**src/rtl/adder_pkg.sv**
```systemverilog
// Shared definitions for the pipelined carry-propagate adder: operation
// encoding and default geometry.
package adder_pkg;

  typedef enum logic {
    OP_ADD = 1'b0,
    OP_SUB = 1'b1
  } op_e;

  localparam int ADDER_WIDTH  = 32;
  localparam int ADDER_STAGES = 4;

  function automatic int slice_width(input int width, input int stages);
    return width / stages;
  endfunction

endpackage

```
**src/rtl/adder_slice.sv**
```systemverilog
// Combinational W-bit ripple-carry adder: one slice of the pipelined adder.
module adder_slice #(
  parameter int W = 8
) (
  input  logic [W-1:0] a,
  input  logic [W-1:0] b,
  input  logic         ci,
  output logic [W-1:0] s,
  output logic         co
);

  logic [W:0] c;

  assign c[0] = ci;

  for (genvar gi = 0; gi < W; gi++) begin : g_bit
    assign s[gi]   = a[gi] ^ b[gi] ^ c[gi];
    assign c[gi+1] = (a[gi] & b[gi]) | (c[gi] & (a[gi] ^ b[gi]));
  end

  assign co = c[W];

endmodule

```
**src/rtl/adder_cpa_pipe.sv**
```systemverilog
// Pipelined add/subtract with one SLICE-bit ripple slice per stage and a
// valid/ready stream interface. Defining ADDER_OVF_EN adds the signed-overflow output ovf.
module adder_cpa_pipe
  import adder_pkg::*;
#(
  parameter int WIDTH  = ADDER_WIDTH,
  parameter int STAGES = ADDER_STAGES
) (
  input  logic             clk,
  input  logic             rst,
  input  logic             in_valid,
  output logic             in_ready,
  input  logic [WIDTH-1:0] a,
  input  logic [WIDTH-1:0] b,
  input  logic             cin,
  input  logic             op,
  output logic             out_valid,
  input  logic             out_ready,
  output logic [WIDTH-1:0] sum,
  output logic             cout
`ifdef ADDER_OVF_EN
  ,
  output logic             ovf
`endif
);

  localparam int SLICE = slice_width(WIDTH, STAGES);
  localparam int LAST  = STAGES - 1;

  if ((WIDTH % STAGES) != 0) begin : g_bad_geometry
    $error("adder_cpa_pipe: WIDTH must be a multiple of STAGES");
  end

  logic en;
  logic accept;
  logic is_sub;

  // One register set per stage. Operands travel whole; bits already consumed
  // have no reader downstream and are trimmed away by synthesis.
  logic             v_reg [STAGES];
  logic             c_reg [STAGES];
  logic [WIDTH-1:0] a_reg [STAGES];
  logic [WIDTH-1:0] b_reg [STAGES];
  logic [WIDTH-1:0] s_reg [STAGES];

  assign en       = !out_valid || out_ready;
  assign in_ready = en && !rst;
  assign accept   = in_valid && in_ready;
  assign is_sub   = (op_e'(op) == OP_SUB);

  for (genvar gi = 0; gi < STAGES; gi++) begin : g_stage
    logic             v_src;
    logic             c_src;
    logic [WIDTH-1:0] a_src;
    logic [WIDTH-1:0] b_src;
    logic [WIDTH-1:0] s_src;
    logic [WIDTH-1:0] s_next;
    logic [SLICE-1:0] s_slice;
    logic             co_slice;

    if (gi == 0) begin : g_head
      // Subtract is a + ~b + 1; b is inverted once here and the inverted
      // value is what later stages and the overflow check see.
      assign v_src = accept;
      assign a_src = a;
      assign b_src = is_sub ? ~b : b;
      assign c_src = is_sub ? 1'b1 : cin;
      assign s_src = '0;
    end else begin : g_body
      assign v_src = v_reg[gi-1];
      assign a_src = a_reg[gi-1];
      assign b_src = b_reg[gi-1];
      assign c_src = c_reg[gi-1];
      assign s_src = s_reg[gi-1];
    end

    adder_slice #(
      .W(SLICE)
    ) u_slice (
      .a (a_src[gi*SLICE +: SLICE]),
      .b (b_src[gi*SLICE +: SLICE]),
      .ci(c_src),
      .s (s_slice),
      .co(co_slice)
    );

    always_comb begin
      s_next = s_src;
      s_next[gi*SLICE +: SLICE] = s_slice;
    end

    always_ff @(posedge clk) begin
      if (rst) begin
        v_reg[gi] <= 1'b0;
        c_reg[gi] <= 1'b0;
        a_reg[gi] <= '0;
        b_reg[gi] <= '0;
        s_reg[gi] <= '0;
      end else if (en) begin
        v_reg[gi] <= v_src;
        c_reg[gi] <= co_slice;
        a_reg[gi] <= a_src;
        b_reg[gi] <= b_src;
        s_reg[gi] <= s_next;
      end
    end
  end

  assign out_valid = v_reg[LAST];
  assign sum       = s_reg[LAST];
  assign cout      = c_reg[LAST];

`ifdef ADDER_OVF_EN
  // Operand MSBs ride along with the beat, so ovf is a pure function of the
  // last stage's registers and stays stable while the output is stalled.
  assign ovf = (a_reg[LAST][WIDTH-1] == b_reg[LAST][WIDTH-1]) &&
               (s_reg[LAST][WIDTH-1] != a_reg[LAST][WIDTH-1]);
`endif

endmodule

```
**config.mk**
```make
export PLATFORM = sky130hd
export DESIGN_NAME = adder_cpa_pipe
export DESIGN_NICKNAME = d
export VERILOG_FILES = /design/src/rtl/adder_pkg.sv /design/src/rtl/adder_slice.sv /design/src/rtl/adder_cpa_pipe.sv
export SDC_FILE = /design/constraint.sdc
export NUM_CORES = 1
export LEC_CHECK = 0
export CAP_MARGIN = 20
export CORE_MARGIN = 2
export CORE_UTILIZATION = 40
export DETAILED_ROUTE_END_ITERATION = 6
export GPL_ROUTABILITY_DRIVEN = 0
export SLEW_MARGIN = 0
export SYNTH_ARGS = -nofsm -noshare
export SYNTH_HDL_FRONTEND = slang
export SYNTH_SLANG_ARGS = --single-unit
export TNS_END_PERCENT = 10
```
**constraint.sdc**
```tcl
create_clock -name clk -period 6.2 [get_ports clk]
set_input_delay 0.93 -clock clk [delete_from_list [all_inputs] [get_ports clk]]
set_output_delay 0.93 -clock clk [all_outputs]
set_load 0.1 [all_outputs]
```
==> results.py <==
metrics = {
    "run_status": {
        "status": "complete, no violations",
    },
    "routing": {
        "vias": 4167,
        "postRouteAntennaNets": 0,
        "dr.first_iter.drc_count": 307,
        "routed_wl_mm": 14.0,
        "first_pass_iters": 6,
        "routedWlPerCell_um": 15.9,
        "vias_per_cell": 4.72,
        "drc": 0,
    },
    "floorplan": {
        "placementRows": 54,
        "die_area_sq_um": 23300,
        "start_util_pct": 40.6,
        "die_w_um": 153,
        "core_area_sq_um": 21800,
        "dieHeight_um": 153,
        "io_pins": 105,
    },
    "placed_design": {
        "port_buffers": 104,
        "hpwl_mm": 8.60,
    },
    "critical_path": {
        "crit_type": "primary input to flip-flop",
        "path_delay_family": "adder cells",
        "path_cells": "clkdlybuf4s50_1, xnor2_1, fa_1, fa_1, fa_1, fa_1, fa_1, inv_1, fa_1, inv_1, fa_1, fa_1, nor3_1",
        "start_kind": "primary input",
        "max_stage_delay_ns": 0.49,
        "cp.buffers_inverters": 3,
        "worst_setup_path_end_kind": "flip-flop",
        "required_ns": 6.34,
        "crit_slowest_cell": "fa_1",
        "critPathMostFrequentCell": "fa_1",
        "arrival_ns": 4.64,
        "cp_max_fo": 1,
    },
    "logic_synthesis": {
        "synth_top_cell_by_area": "edfxtp_1",
        "synth-seq-cells": 184,
        "synth_area_sq_um": 8820,
        "postSynthCellCount": 506,
        "avgSynthCellArea_sq_um": 17.4,
        "yosysTopAreaCellShare_pct": 62.6,
        "yosysSeqAreaShare_pct": 62.6,
        "synth.net_count": 608,
        "yosysUniqueCellTypes": 17,
        "ys_warn_count": 0,
        "synth.area.top_cells": "edfxtp_1 63%, nor3b_2 16%, fa_1 7.3%",
    },
    "clock_tree": {
        "cts.sinks": 184,
        "clk_pin_slew_ns": 0.06,
        "cts_setup_buffers": 0,
        "clk_path_buf_depth": 2,
        "cts.repair.resized": 0,
        "cts_hold_buffers": 0,
        "root_buffer": "clkbuf_16",
        "cts_max_level": 4,
        "clk_latency_ns": 0.42,
        "numCtsBuffers": 17,
        "cts_tree": "built",
    },
    "timing": {
        "worst_slew_margin_rel_pct": 25.9,
        "setup_violations": 0,
        "post-route-min-period_ns": 4.51,
        "finalCritPeriodShare_pct": 72.7,
        "final_hold_viol_count": 0,
        "timing.fmax_mhz": 222,
        "rsz0062_at_grt": "no",
        "fin_skew_ns": 0.00963,
        "timing.setup.tns_ns": 0,
        "tightest_slew_ns": 1.11,
        "finalMaxSlewViolations": 0,
    },
    "cells_and_area": {
        "nets": 693,
        "diodes": 0,
        "mostFrequentLayoutCell": "edfxtp_1",
        "final_cell_mix": "184 x edfxtp_1, 110 x nor3b_2, 102 x clkdlybuf4s50_1, 37 x nor3b_1, 32 x fa_1",
        "largest_reg_flops": 80,
        "area_growth_pct": 19.5,
        "layout-drive-gt1-share_pct": 27.7,
        "nFillCells": 1847,
    },
    "flow_run": {
        "cap_viol_max_count": 0,
    },
    "global_routing": {
        "grt_max_degree": 126,
        "grt.total_usage_pct": 12.7,
        "antenna_found_initial": 0,
        "grt_pass1_vias": 4437,
        "overflow": 0,
        "grt_pass1_wl_mm": 23.5,
    },
    "power_and_ir_drop": {
        "power.density_nw_per_um2": 275,
        "vdd_drop_max_v": 0.000137,
        "power.total_uw": 2900,
        "p_leak_uw": 0.00394,
    },
    "hold_path": {
        "hp-class": "flip-flop to flip-flop",
    },
}
-- final timing paths --
path | startpoint | end | slack [ns] | cells after the start
setup / recovery | b[0] | s_reg[0][7] | 1.69 | 13
setup reg to reg | b_reg[0][8] | s_reg[1][15] | 1.83 | 11
hold reg to reg | b_reg[0][26] | b_reg[0][58] | 0.56 | 1
hold / removal | b_reg[0][26] | b_reg[0][58] | 0.56 | 1
-- cell families (layout without fill, tap and decap cells) --
family	count (synthesis)	in the layout	share of synthesized area (%)
xor+xnor	32	32	3.18
buf+inv	70	167	4.96
fa+ha+maj	32	32	7.26
simple gates	188	188	22.0
flops	184	184	62.6
-- cell type report --
class / instances / area, sq um / share of cell area, %
sequential: 184 / 5530 / 52.4
timing repair buffer: 112 / 1140 / 10.9
tap: 280 / 350 / 3.32
clock buffer: 18 / 429 / 4.07
multi-input combinational: 252 / 2880 / 27.3
inverter: 24 / 90.1 / 0.854
clock inverter: 13 / 131 / 1.25
-- routing by layer --
metal,GRT usage [%],share of wire [%],vias to the layer above
met5,0,0,-
met4,5.16,1.6,0
met3,2.59,3.2,14
met2,19.4,48,82
met1,17.9,47,2063
li1,-,-,2008
-- through the flow --
stage	hold WS, ns	util (%)	cell area, sq um	worst slack, ns	instances
after detailed placement	0.549	45.9	9990	1.22	852
after global routing	0.577	48.5	10500	1.58	883
after floorplan	0.537	-	8830	1.51	506
after global placement	0.542	45.8	9960	1.28	851
after CTS	0.562	48.5	10500	1.68	883
final	0.561	48.5	10500	1.69	883
-- synthesized netlist by cell type --
cell / n
buf_2: 20
buf_4: 5
buf_6: 16
buf_8: 1
clkbuf_1: 4
edfxtp_1: 184
fa_1: 32
inv_1: 24
nand2b_1: 1
nor2_1: 2
nor2b_1: 1
nor3_1: 21
nor3_2: 16
nor3b_1: 37
nor3b_2: 110
xnor2_1: 31
xor2_1: 1
-- power by group --
group / switching [uW] / leakage [uW] / internal [uW]
clock network: 447 / 0.000277 / 589
registers: 27.8 / 0.00218 / 1470
logic: 207 / 0.00148 / 156
total: 681 / 0.00394 / 2210
(Power assumes the default switching activity.)
